<file path="src/rtl/act_mem_mp_pkg.sv">
// Shared MPU types for the multi-channel ACT memory.
// Contents: table geometry (BLOCK_COUNT), entry_t layout, owner_id_t,
// act_mp_state_t and the clear-sweep match helper.
package mpu_common;

  localparam int unsigned BLOCK_COUNT      = 16;
  localparam int unsigned BLOCK_COUNT_BITS = $clog2(BLOCK_COUNT);
  localparam int unsigned MASK_W           = 4;
  localparam int unsigned OWNER_W          = 4;
  localparam int unsigned RES_ID_W         = 8;

  typedef logic [OWNER_W-1:0] owner_id_t;

  typedef struct packed {
    logic                valid;
    logic [MASK_W-1:0]   read_mask;
    logic [MASK_W-1:0]   write_mask;
    owner_id_t           owner;
    logic [RES_ID_W-1:0] reservation_id;
  } entry_t;

  typedef enum logic [1:0] {
    ACT_INIT,
    ACT_OP,
    ACT_SWEEP
  } act_mp_state_t;

  // True when a sweep should zero this entry.
  function automatic logic clear_hit(entry_t e, logic owner_en, owner_id_t owner);
    return !owner_en || (e.valid && (e.owner == owner));
  endfunction

endpackage

</file>
<file path="src/rtl/act_mem_mp_if.sv">
// Request/response and clear-command bundle for act_mem_mp.
// master: requesters drive req_valid/req_we/req_addr/req_wdata and clr_*;
//         they observe req_ready, rsp_valid, rsp_rdata, clr_done, bsy.
// slave : the table, opposite directions.
interface act_mem_mp_if #(
  parameter int unsigned NUM_CH = 2,
  parameter int unsigned AW     = 4
);
  import mpu_common::*;

  logic [NUM_CH-1:0]         req_valid;
  logic [NUM_CH-1:0]         req_ready;
  logic [NUM_CH-1:0]         req_we;
  logic [NUM_CH-1:0][AW-1:0] req_addr;
  entry_t                    req_wdata [NUM_CH];
  logic [NUM_CH-1:0]         rsp_valid;
  entry_t                    rsp_rdata;
  logic                      clr_req;
  logic                      clr_owner_en;
  owner_id_t                 clr_owner;
  logic                      clr_done;
  logic                      bsy;

  modport master (
    output req_valid, req_we, req_addr, req_wdata, clr_req, clr_owner_en, clr_owner,
    input  req_ready, rsp_valid, rsp_rdata, clr_done, bsy
  );

  modport slave (
    input  req_valid, req_we, req_addr, req_wdata, clr_req, clr_owner_en, clr_owner,
    output req_ready, rsp_valid, rsp_rdata, clr_done, bsy
  );

endinterface

</file>
<file path="src/rtl/act_mem_mp_rr_arbiter.sv">
// Combinational round-robin arbiter.
// Ports: req (N requests), ptr (highest-priority index),
//        gnt (one-hot or zero), gnt_idx (index of the granted request).
module rr_arbiter #(
  parameter int unsigned N  = 2,
  parameter int unsigned PW = (N > 1) ? $clog2(N) : 1
) (
  input  logic [N-1:0]  req,
  input  logic [PW-1:0] ptr,
  output logic [N-1:0]  gnt,
  output logic [PW-1:0] gnt_idx
);

  logic [PW-1:0] cand;
  logic          found;

  // Walk from ptr, wrapping modulo N; the first set request wins.
  always_comb begin
    gnt     = '0;
    gnt_idx = '0;
    found   = 1'b0;
    cand    = '0;
    for (int unsigned k = 0; k < N; k++) begin
      cand = PW'((32'(ptr) + k) % N);
      if (!found && req[cand]) begin
        found        = 1'b1;
        gnt[cand]    = 1'b1;
        gnt_idx      = cand;
      end
    end
  end

endmodule

</file>
<file path="src/rtl/act_mem_mp.sv">
// Multi-channel access control table memory with clear sweeps.
// Ports: clk, rst (sync, active-high); bus (slave modport) carrying
//   per-channel valid/ready requests, one-hot responses with shared data,
//   clear command (clr_req/clr_owner_en/clr_owner), clr_done pulse, bsy.
// After reset the table is zeroed one entry per cycle (INIT); a clear
// command zeroes all entries or one owner's entries the same way (SWEEP).
module act_mem_mp
  import mpu_common::*;
#(
  parameter int unsigned DEPTH  = BLOCK_COUNT,
  parameter int unsigned NUM_CH = 2
) (
  input  logic        clk,
  input  logic        rst,
  act_mem_mp_if.slave bus
);

  localparam int unsigned AW = $clog2(DEPTH);
  localparam int unsigned IW = AW + 1;
  localparam int unsigned PW = (NUM_CH > 1) ? $clog2(NUM_CH) : 1;
  localparam logic [IW-1:0] IDX_LAST = IW'(DEPTH - 1);

  entry_t            mem [DEPTH];

  act_mp_state_t     state_q, state_d;
  logic [IW-1:0]     idx_q, idx_d;
  logic [PW-1:0]     rr_ptr_q, rr_ptr_d;
  logic              own_en_q, own_en_d;
  owner_id_t         own_q, own_d;

  logic [NUM_CH-1:0] rsp_valid_q, rsp_valid_d;
  entry_t            rsp_rdata_q, rsp_rdata_d;
  logic              clr_done_q, clr_done_d;
  logic              bsy_q;

  logic [NUM_CH-1:0] arb_req, gnt;
  logic [PW-1:0]     gnt_idx;
  logic              xfer;

  logic              mem_we;
  logic [AW-1:0]     mem_waddr;
  entry_t            mem_wdata;

  logic [AW-1:0]     idx_addr;
  entry_t            sweep_cur;

  assign idx_addr  = idx_q[AW-1:0];
  assign sweep_cur = mem[idx_addr];

  // Grants only in OP; a clear command or reset in the same cycle blocks them.
  assign arb_req = (state_q == ACT_OP && !bus.clr_req && !rst) ? bus.req_valid : '0;

  rr_arbiter #(.N(NUM_CH), .PW(PW)) u_arb (
    .req     (arb_req),
    .ptr     (rr_ptr_q),
    .gnt     (gnt),
    .gnt_idx (gnt_idx)
  );

  assign xfer          = |gnt;
  assign bus.req_ready = gnt;
  assign bus.rsp_valid = rsp_valid_q;
  assign bus.rsp_rdata = rsp_rdata_q;
  assign bus.clr_done  = clr_done_q;
  assign bus.bsy       = bsy_q;

  // Next-state, memory write port and response staging.
  always_comb begin
    state_d     = state_q;
    idx_d       = idx_q;
    rr_ptr_d    = rr_ptr_q;
    own_en_d    = own_en_q;
    own_d       = own_q;
    mem_we      = 1'b0;
    mem_waddr   = idx_addr;
    mem_wdata   = '0;
    rsp_valid_d = '0;
    rsp_rdata_d = rsp_rdata_q;
    clr_done_d  = 1'b0;

    unique case (state_q)
      ACT_INIT: begin
        mem_we = 1'b1;
        idx_d  = idx_q + 1'b1;
        if (idx_q == IDX_LAST) begin
          state_d = ACT_OP;
          idx_d   = '0;
        end
      end

      ACT_OP: begin
        if (bus.clr_req) begin
          state_d  = ACT_SWEEP;
          idx_d    = '0;
          own_en_d = bus.clr_owner_en;
          own_d    = bus.clr_owner;
        end else if (xfer) begin
          rsp_valid_d = gnt;
          rr_ptr_d    = (gnt_idx == PW'(NUM_CH - 1)) ? '0 : gnt_idx + 1'b1;
          if (bus.req_we[gnt_idx]) begin
            mem_we      = 1'b1;
            mem_waddr   = bus.req_addr[gnt_idx];
            mem_wdata   = bus.req_wdata[gnt_idx];
            rsp_rdata_d = bus.req_wdata[gnt_idx];
          end else begin
            // Old contents: the memory array updates on the same edge.
            rsp_rdata_d = mem[bus.req_addr[gnt_idx]];
          end
        end
      end

      ACT_SWEEP: begin
        mem_we = clear_hit(sweep_cur, own_en_q, own_q);
        idx_d  = idx_q + 1'b1;
        if (idx_q == IDX_LAST) begin
          state_d    = ACT_OP;
          idx_d      = '0;
          clr_done_d = 1'b1;
        end
      end

      default: state_d = ACT_INIT;
    endcase
  end

  // Control and response registers.
  always_ff @(posedge clk) begin
    if (rst) begin
      state_q     <= ACT_INIT;
      idx_q       <= '0;
      rr_ptr_q    <= '0;
      own_en_q    <= 1'b0;
      own_q       <= '0;
      rsp_valid_q <= '0;
      rsp_rdata_q <= '0;
      clr_done_q  <= 1'b0;
      bsy_q       <= 1'b1;
    end else begin
      state_q     <= state_d;
      idx_q       <= idx_d;
      rr_ptr_q    <= rr_ptr_d;
      own_en_q    <= own_en_d;
      own_q       <= own_d;
      rsp_valid_q <= rsp_valid_d;
      rsp_rdata_q <= rsp_rdata_d;
      clr_done_q  <= clr_done_d;
      bsy_q       <= (state_d != ACT_OP);
    end
  end

  // Table storage; contents are established by the INIT pass, not by reset.
  always_ff @(posedge clk) begin
    if (mem_we && !rst) begin
      mem[mem_waddr] <= mem_wdata;
    end
  end

endmodule
</file>
<file path="src/flat_wrapper.sv">
// flat-port wrapper written by rule: the top's interface ports become plain ports
module act_mem_mp_flat import mpu_common::*;
#(
  parameter int unsigned DEPTH  = BLOCK_COUNT,
  parameter int unsigned NUM_CH = 2
)
  (clk, rst, bus_req_valid, bus_req_we, bus_req_addr, bus_req_wdata, bus_clr_req, bus_clr_owner_en, bus_clr_owner, bus_req_ready, bus_rsp_valid, bus_rsp_rdata, bus_clr_done, bus_bsy);
  act_mem_mp_if #(.NUM_CH(NUM_CH)) bus_i ();
  input  logic clk;
  input  logic rst;
  input wire logic [$bits(bus_i.req_valid)-1:0] bus_req_valid;
  input wire logic [$bits(bus_i.req_we)-1:0] bus_req_we;
  input wire logic [$bits(bus_i.req_addr)-1:0] bus_req_addr;
  input wire logic [$bits(bus_i.req_wdata)-1:0] bus_req_wdata;
  input wire logic [$bits(bus_i.clr_req)-1:0] bus_clr_req;
  input wire logic [$bits(bus_i.clr_owner_en)-1:0] bus_clr_owner_en;
  input wire logic [$bits(bus_i.clr_owner)-1:0] bus_clr_owner;
  output wire logic [$bits(bus_i.req_ready)-1:0] bus_req_ready;
  output wire logic [$bits(bus_i.rsp_valid)-1:0] bus_rsp_valid;
  output wire logic [$bits(bus_i.rsp_rdata)-1:0] bus_rsp_rdata;
  output wire logic [$bits(bus_i.clr_done)-1:0] bus_clr_done;
  output wire logic [$bits(bus_i.bsy)-1:0] bus_bsy;
  assign bus_i.req_valid = bus_req_valid;
  assign bus_i.req_we = bus_req_we;
  assign bus_i.req_addr = bus_req_addr;
  assign bus_i.req_wdata = {>>{bus_req_wdata}};
  assign bus_i.clr_req = bus_clr_req;
  assign bus_i.clr_owner_en = bus_clr_owner_en;
  assign bus_i.clr_owner = bus_clr_owner;
  assign bus_req_ready = bus_i.req_ready;
  assign bus_rsp_valid = bus_i.rsp_valid;
  assign bus_rsp_rdata = bus_i.rsp_rdata;
  assign bus_clr_done = bus_i.clr_done;
  assign bus_bsy = bus_i.bsy;
  act_mem_mp #(.DEPTH(DEPTH), .NUM_CH(NUM_CH)) u_core (.clk(clk), .rst(rst), .bus(bus_i));
endmodule
</file>
<file path="config.mk">
export PLATFORM = sky130hd
export DESIGN_NAME = act_mem_mp_flat
export DESIGN_NICKNAME = d
export VERILOG_FILES = /design/src/rtl/act_mem_mp_pkg.sv /design/src/rtl/act_mem_mp_if.sv /design/src/rtl/act_mem_mp_rr_arbiter.sv /design/src/rtl/act_mem_mp.sv /design/src/flat_wrapper.sv
export SDC_FILE = /design/constraint.sdc
export NUM_CORES = 1
export LEC_CHECK = 0
export CAP_MARGIN = 20
export CORE_AREA = 2 2 184 186
export CTS_BUF_LIST = sky130_fd_sc_hd__clkbuf_16
export DETAILED_ROUTE_END_ITERATION = 8
export DIE_AREA = 0 0 186 188
export PLACE_DENSITY = 0.68
export SYNTH_ARGS = -nofsm -noshare
export SYNTH_HDL_FRONTEND = slang
export SYNTH_HIERARCHICAL = 1
export SYNTH_SLANG_ARGS = --single-unit
</file>
<file path="constraint.sdc">
create_clock -name clk -period 7.6 [get_ports clk]
set_clock_uncertainty 0.2 [all_clocks]
set_input_delay 0.76 -clock clk [delete_from_list [all_inputs] [get_ports clk]]
set_output_delay 0.76 -clock clk [all_outputs]
set_load 0.02 [all_outputs]
</file>
# After elaboration in Yosys (flattened, before gate mapping)
# Memories as Yosys holds them, arrays and structs flattened. A register that Yosys moved wholly into a read port is not among the register bits.
# Cells that the tools add are included.
classes:
  n_addsub: 3
  n_lt_le_gt_ge: 6
  n_eq_ne: 6
  n_mux: 45
  bitwise_logic: 6
  reduce_logical: 21
op_table:
  columns: ["cell", "n"]
  rows:
  - ["$mux 21", 7]
  - ["$mux 4", 8]
  - ["$mux 1", 18]
  - ["$mux 2", 5]
  - ["$mux 5", 2]
  - ["$pmux 5 s2", 1]
  - ["$logic_and 1x1->1", 7]
  - ["$lt 1x2->1 const B", 3]
  - ["$reduce_or 2->1", 3]
  - ["$add 5x1->5 const B", 1]
  - ["$eq 5x4->1 const B", 1]
  - ["$eq 4x4->1", 1]
  - ["$logic_not 1->1", 4]
  - ["$not 1->1", 4]
  - ["$pmux 2 s2", 1]
  - ["$reduce_and 2->1", 2]
  - ["$reduce_or 4->1", 1]
  - ["$pmux 1 s3", 1]
  - ["$reduce_and 3->1", 1]
  - ["$add 1x1->1 const B", 2]
  - ["$demux 1 s1", 2]
  - ["$eq 2x1->1 const B", 1]
  - ["$eq 2x2->1 const B", 1]
  - ["$ge 1x1->1 const B", 2]
  - ["8 further kinds", 8]
word_totals:
  register_bits: 17
  ram_bits: 336
  inputBits: 62
  output_inout_bits: 27
  elab_cells: 96
  memories: 1
mem_list:
  columns: ["name", "depth", "width", "read_ports", "rd_clocked_by_memory_dff", "wr", "line", "source"]
  rows:
  - ["u_core.mem", 16, 21, 2, 2, 1, "act_mem_mp.sv:23", "entry_t mem [DEPTH];"]

# Longest topological paths before layout
depth:
  ltp_word: 19
  mapped_depth: 15
  ltp_nobuf: 11

# Hierarchy
# Netlist, hierarchy kept.
by_module_without_submodules:
  columns: ["mod", "n_inst", "cells_each", "area_per_inst_um2", "seq_area_each_um2"]
  rows:
  - ["act_mem_mp", 1, 1280, 16324.4, 10930.5]
  - ["rr_arbiter", 1, 4, 30.0, 0.0]

# Least setup slack after synthesis
# OpenSTA, ideal clock, no wires.
synth_timing:
  path_kind: "in2reg"
  start: "input port bus_clr_req"
  end: "memory u_core/mem[0][0] in the netlist's numbering, enable pin"
  setup_ps: 452
  t_arrival_ps: 5171
  required_time_ps: 6948
  slack_ps: 1776
  cell_stages: 10
  path_buffers: 3
  path_cell_list: "nor3b_1 > nor2b_1 > and2_1 > a21boi_1 > buf_2 > mux2i_2 > buf_2 > buf_2 > a31oi_1 > nor4_1"
synth_via:
  elab_chain_len: 19
  elab_cells_between_ends: 32
  classes_between: "mux (24); bitwise (1); reduce/logical (7)"
synth_lines:
  columns: ["item", "line", "source"]
  rows:
  - ["start: declaration", "flat_wrapper.sv:15", "input wire logic [$bits(bus_i.clr_req)-1:0] bus_clr_req;"]
  - ["$logic_not 1->1 *", "act_mem_mp.sv:51", "assign arb_req = (state_q == ACT_OP && !bus.clr_req && !rst) ? bus.req_valid : '0;"]
  - ["$logic_and 1x1->1 * (2 in series)", "act_mem_mp.sv:51", null]
  - ["$mux 2 *", "act_mem_mp.sv:51", null]
  - ["named net u_core.arb_req[1]", "act_mem_mp.sv:36", "logic [NUM_CH-1:0] arb_req, gnt;"]
  - ["$mux 1 (not written as such) (2 in series)", "act_mem_mp_rr_arbiter.sv:25", "if (!found && req[cand]) begin"]
  - ["$mux 1", "act_mem_mp_rr_arbiter.sv:25", null]
  - ["$logic_not 1->1", "act_mem_mp_rr_arbiter.sv:25", null]
  - ["$logic_and 1x1->1", "act_mem_mp_rr_arbiter.sv:25", null]
  - ["(+1 left out)", null, null]
  - ["named net u_core.gnt_idx", "act_mem_mp.sv:37", "logic [PW-1:0] gnt_idx;"]
  - ["$mux 1 (not written as such) (2 in series)", "act_mem_mp.sv:100", "if (bus.req_we[gnt_idx]) begin"]
  - ["$mux 1", "act_mem_mp.sv:100", null]
  - ["$mux 1", "act_mem_mp.sv:97", "end else if (xfer) begin"]
  - ["$mux 1", "act_mem_mp.sv:92", "if (bus.clr_req) begin"]
  - ["$pmux 1 s3", "act_mem_mp.sv:81", "unique case (state_q)"]
  - ["$logic_and 1x1->1", "act_mem_mp.sv:153", "if (mem_we && !rst) begin"]
  - ["$mux 1", "act_mem_mp.sv:153", null]
  - ["$mux 1 (not written as such)", "act_mem_mp.sv:154", "mem[mem_waddr] <= mem_wdata;"]
  - ["end: declaration", "act_mem_mp.sv:23", null]
# Mark *: on every way through the listed nets, which the timed path passes. The rest lies on a longest branch. The select of a mux whose other input is x is not followed.

# Worst setup path in the final report
layout_timing:
  start: "input port bus_clr_req"
  end: "memory u_core/mem[5][7] in the netlist's numbering, enable pin"
# Same word-level chain as after synthesis.

==> flow_summary.toml <==
[outcome]
outcome = "completed"

[critical_path]
path_max_fanout = 35
r2r-start = "u_core/state_q[0]$_SDFF_PP0_"
crit_end = "u_core/mem[5][7]$_DFFE_PP_"
r2r-end = "u_core/mem[5][7]$_DFFE_PP_"
cp.required_ns = 7.58
reg2reg_depth = 10
worst_setup_path_end_kind = "flip-flop"
crit_start = "bus_clr_req"
crit_path_start_kind = "input port"
crit_type = "in -> reg"
critPathArrivalTime_ns = 5.71
timing.reg2reg.setup_slack_ns = 2.02

[sta]
worstMarginPinSlew_ns = 1.22
hold_violations = 0
min_period_ns = 5.73
holdWs_ns = 0.271
post-route-period-util_pct = 75.4
rsz0062_at_grt = "false"
setup_viol = 0
timing.final.ws_setup_ns = 1.87
fin_setup_tns_ns = 0
drv_slew = 0
fmax_mhz = 175
slew_headroom_pct = 18.9

[clock_tree]
cts_hold_buf = 0
insertion_delay_ns = 0.53
cts_sinks = 378
clk_pin_slew_ns = 0.06
h-tree-depth = 2
postCtsSetupBuffers = 0
cts_buffer_depth = 3
cts_tree = "built"
cts_resized = 0
cts_root_buffer = "clkbuf_16"
numCtsBuffers = 38

[die]
initial_core_util_pct = 49.4
core_area_sq_um = 33100
dieArea_sq_um = 35000
rows = 67
die_h_microns = 188
die_w_microns = 186
ios = 89

[place]
place_worst_setup_slack_ns = 1.44
dpl-instance-area_sq_um = 17900
dp_hpwl_microns = 25100
gp_congestion = 0.803
port_buffers = 88

[yosys]
syn_area_sq_um = 16400
ys.flop_type = "edfxtp_1"
yosysSeqAreaShare_pct = 66.8
synth_edf_count = 336
yosysWarnings = 6
synth_cells = 1284
postSynthAreaPerCell_sq_um = 12.7
synth_seq_cells = 378
synthArstFlopShare_pct = 0
synth_fp_nets = 1347
synth_cell_types = 50

[detailed_routing]
ant_nets = 0
via_count = 11100
first_pass_iters = 7
viasPerCell = 6.02
detail_route.iter0.violations = 1279
wirelength_microns = 43400
wire_per_inst_microns = 23.5
drt_drc_violations_left = 0

[flow_run]
maxCapViolations = 0

[global_routing]
grt_pass1_wl_microns = 64200
grt_overflow = 0
grt_max_degree = 171
grt_pass1_vias = 10700
antenna_found_initial = 0
grtUsageTotal_pct = 24.7

[cells_and_area]
finish.utilization_pct = 57.9
layout_commonest_cell = "edfxtp_1"
layout-drive-gt1-share_pct = 11.6
antenna_cells = 0
fin_nets = 1434
area_growth_pct = 17.2
final_cell_area_sq_um = 19200
most-common-layout-cells = "336 x edfxtp_1, 281 x nand2_1, 87 x clkdlybuf4s50_1"

[pwr]
intPower_uw = 3380
power_frac_comb_pct = 5.7
peakVddDrop_mv = 0.148
power_density_nw_per_um2 = 225
leakagePower_uw = 0.00690
clkPwrFrac_pct = 41.8
p_switching_uw = 928
p_seq_share_pct = 52.5
p_sw_share_pct = 21.5

[hold_path]
hp-class = "reg -> reg"
-- final cells by class --
type | instances | area, sq um
Multi-Input combinational cell | 803 | 5110
Timing Repair Buffer | 143 | 1340
Fill cell | 2608 | 13900
Clock inverter | 28 | 219
Inverter | 7 | 26.3
Clock buffer | 39 | 976
Sequential cell | 378 | 10900
Tap cell | 448 | 561
-- routing by layer --
metal	vias up	GRT usage [%]	part of all wire, %	wire length (microns)
met3	103	5.19	9.6	4170
met1	5477	34.2	41	17900
met5	-	0	0	0
met2	565	38.3	45	19700
met4	0	9.60	3.8	1630
li1	4970	-	-	-
-- power by group through the flow --
stage | registers [uW] | logic (uW) | clock network, uW
global route | 2260 | 264 | 1900
detailed placement | 2310 | 242 | 0
finish | 2260 | 246 | 1800
CTS | 2260 | 245 | 1830
floorplan | 2300 | 157 | 0
global placement | 2310 | 240 | 0
-- registers in the layout (all words and copies together) (netlist names), 2 cells and up, named ones only --
register              flops
u_core/state_q            2
u_core/bus.rsp_valid      2
u_core/bus.rsp_rdata     21
u_core/own_q              4
u_core/idx_q              5
u_core/mem              336
-- cell families after synthesis --
logic type / Yosys count / synth area share (%)
AO/OA/AOI/OAI: 218 / 9.13
XOR/XNOR: 6 / 0.321
adder cells (fa/ha/maj): 1 / 0.0765
buffers and inverters: 103 / 2.88
flip-flops: 378 / 66.8
multiplexers: 87 / 7.56
AND/OR/NAND/NOR: 491 / 13.2
-- synthesized netlist by cell type (17+ instances only) --
master    number  share of area (%)
a31oi_1       56                2.1
a211oi_1      61                2.8
nor4_1        17               0.65
mux2i_1       55                3.4
clkbuf_1      59                1.4
o211ai_1      27                1.2
and2_1        48                1.8
mux4_2        26                3.6
dfxtp_1       42                5.1
nand3_1       38                1.2
nor2_1        67                1.5
o21ai_0       42                1.3
edfxtp_1     336                 62
nand2_1      281                6.4
-- worst min-delay path by stage --
stage	to	depth (start not counted)	start
floorplan	u_core/idx_q[4]$_SDFFE_PP0P_	2	u_core/idx_q[4]$_SDFFE_PP0P_
global placement	u_core/idx_q[4]$_SDFFE_PP0P_	2	u_core/idx_q[4]$_SDFFE_PP0P_
detailed placement	u_core/idx_q[4]$_SDFFE_PP0P_	2	u_core/idx_q[4]$_SDFFE_PP0P_
CTS	u_core/idx_q[4]$_SDFFE_PP0P_	2	u_core/idx_q[4]$_SDFFE_PP0P_
global route	u_core/idx_q[4]$_SDFFE_PP0P_	2	u_core/idx_q[4]$_SDFFE_PP0P_
finish	u_core/idx_q[4]$_SDFFE_PP0P_	2	u_core/idx_q[4]$_SDFFE_PP0P_
-- metrics by stage --
step	cells	power (uW)
floorplan	1284	2460
global placement	1769	2550
detailed placement	1770	2550
CTS	1837	4340
global route	1846	4430
finish	1846	4310
-- worst max-delay path: stages --
cell             delay, ns
clkdlybuf4s50_1       0.45
nor3b_1               0.33
nor2b_1               0.31
and2_1                0.24
a21boi_4              0.78
mux2_2                0.47
nand2_1               0.24
buf_4                 0.47
a31oi_1               0.33
nor4_2                0.86
buf_4                 0.44
No activity file was read; power rests on OpenSTA's default activity.
==> edit (same flow settings) <==
Encoding of `act_mp_state_t`: now one-hot (3 bits for 3 states).
--- a/src/rtl/act_mem_mp_pkg.sv
+++ b/src/rtl/act_mem_mp_pkg.sv
@@ -19,10 +19,10 @@
     logic [RES_ID_W-1:0] reservation_id;
   } entry_t;
 
-  typedef enum logic [1:0] {
-    ACT_INIT,
-    ACT_OP,
-    ACT_SWEEP
+  typedef enum logic [2:0] {
+    ACT_INIT  = 3'b001,
+    ACT_OP    = 3'b010,
+    ACT_SWEEP = 3'b100
   } act_mp_state_t;
 
   // True when a sweep should zero this entry.
Check against the original RTL: no difference found for any inputs over 4 cycles, from zero or initial values and one cycle with rst high; so few cycles prove little.
==> edit against the original RTL <==
- cell area up 1.1%
- global-route usage shrank 2.4 points
- combinational power grew 17%
- area after synthesis increased by 1.0%
- critical path depth did not move
- total power is 2.6% higher
- worst setup slack gained 0.37 ns
- worst hold slack better by 0.019 ns
- non-clock buffer count fell by 15
- wire length down 11%
- sequential cell count is 1 higher
==> edit: results <==
export IMPL_status="complete, no violations"
export IMPL_slowest_stage="nor2_2"
export IMPL_synthTopCellsByCount="edfxtp_1 (336), mux2i_1 (291), nor2_1 (79)"
export IMPL_dpl_cell_area_um2=18000
export IMPL_clockPowerShare_pct=42.1
export IMPL_synth_distinct_cells=53
export IMPL_drt_initial_drc_count=664
export IMPL_cts_made_buffers=39
export IMPL_via_per_inst=5.81
export IMPL_synth_avg_cell_area_um2=16.0
export IMPL_drive_gt1_share_pct=14.2
export IMPL_max_stage_delay_ns=0.88
export IMPL_place_ws_ns=1.39
export IMPL_r2r_slack_ns=2.47
export IMPL_final_cells=1614
export IMPL_arrival_ns=5.36
export IMPL_synth_seq_area_share_pct=66.3
export IMPL_p_int_w=0.00351
export IMPL_syn_nets=1094
export IMPL_grt_use_total_pct=22.3
export IMPL_drtPass1Iterations=5
export IMPL_synth_area_leaders="edfxtp_1 (61%), mux2i_1 (18%), dfxtp_1 (5.2%)"
export IMPL_grt_pass1_wl_um=57300
export IMPL_powerComb_w=0.000288
export IMPL_p_leak_nw=7.29
export IMPL_fillCellCount=2507
export IMPL_pwr_share_seq_pct=51.3
export IMPL_layout_nets=1199
export IMPL_hold_ws_ns=0.290
export IMPL_grt_max_degree=91
export IMPL_post_dp_hpwl_um=23600
export IMPL_timing_rr_start="u_core/state_q[1]$_SDFF_PP0_"
export IMPL_setup_ws_ns=2.24
export IMPL_cp_max_fo=32
edit: worst max path at each step:
stage	start	end	depth (start not counted)
2_1_floorplan	bus_clr_req	u_core/mem[1][0]$_DFFE_PP_	10
3_3_place_gp	bus_clr_req	u_core/bus.rsp_rdata[7]$_SDFFE_PP0P_	12
3_5_place_dp	rst	u_core/bus.rsp_rdata[16]$_SDFFE_PP0P_	12
4_1_cts	rst	u_core/bus.rsp_rdata[16]$_SDFFE_PP0P_	12
5_1_grt	bus_clr_req	u_core/mem[6][18]$_DFFE_PP_	10
6_report	bus_clr_req	u_core/mem[6][12]$_DFFE_PP_	11
edit: cell type report:
class	instances	area [µm²]	share of cell area, %
Clock buffer	41	1030	5.29
Clock inverter	30	240	1.24
Inverter	6	22.5	0.116
Multi-Input combinational cell	582	5350	27.6
Sequential cell	379	11000	56.5
Tap cell	448	561	2.89
Timing Repair Buffer	128	1220	6.31
edit: logic make-up (layout without fill, tap and decap cells):
| kind of cell | count (synthesis) | count (layout) | synth area share, % |
|---|---|---|---|
| flops | 379 | 379 | 66.3 |
| mux | 334 | 334 | 23.2 |
| simple gates | 155 | 155 | 4.27 |
| compound gates | 84 | 84 | 3.77 |
| buf+inv | 70 | 205 | 1.89 |
| xor+xnor | 8 | 8 | 0.470 |
| fa+ha+maj | 1 | 1 | 0.0757 |
edit: metal layers:
metal	up-vias	routed length [µm]	track usage, %	share of wire, %
met4	0	882	6.60	2.3
met1	4804	16900	31.2	44
li1	4223	-	-	-
met5	-	0	0	0
met2	277	18500	36.0	48
met3	67	2160	3.59	5.6
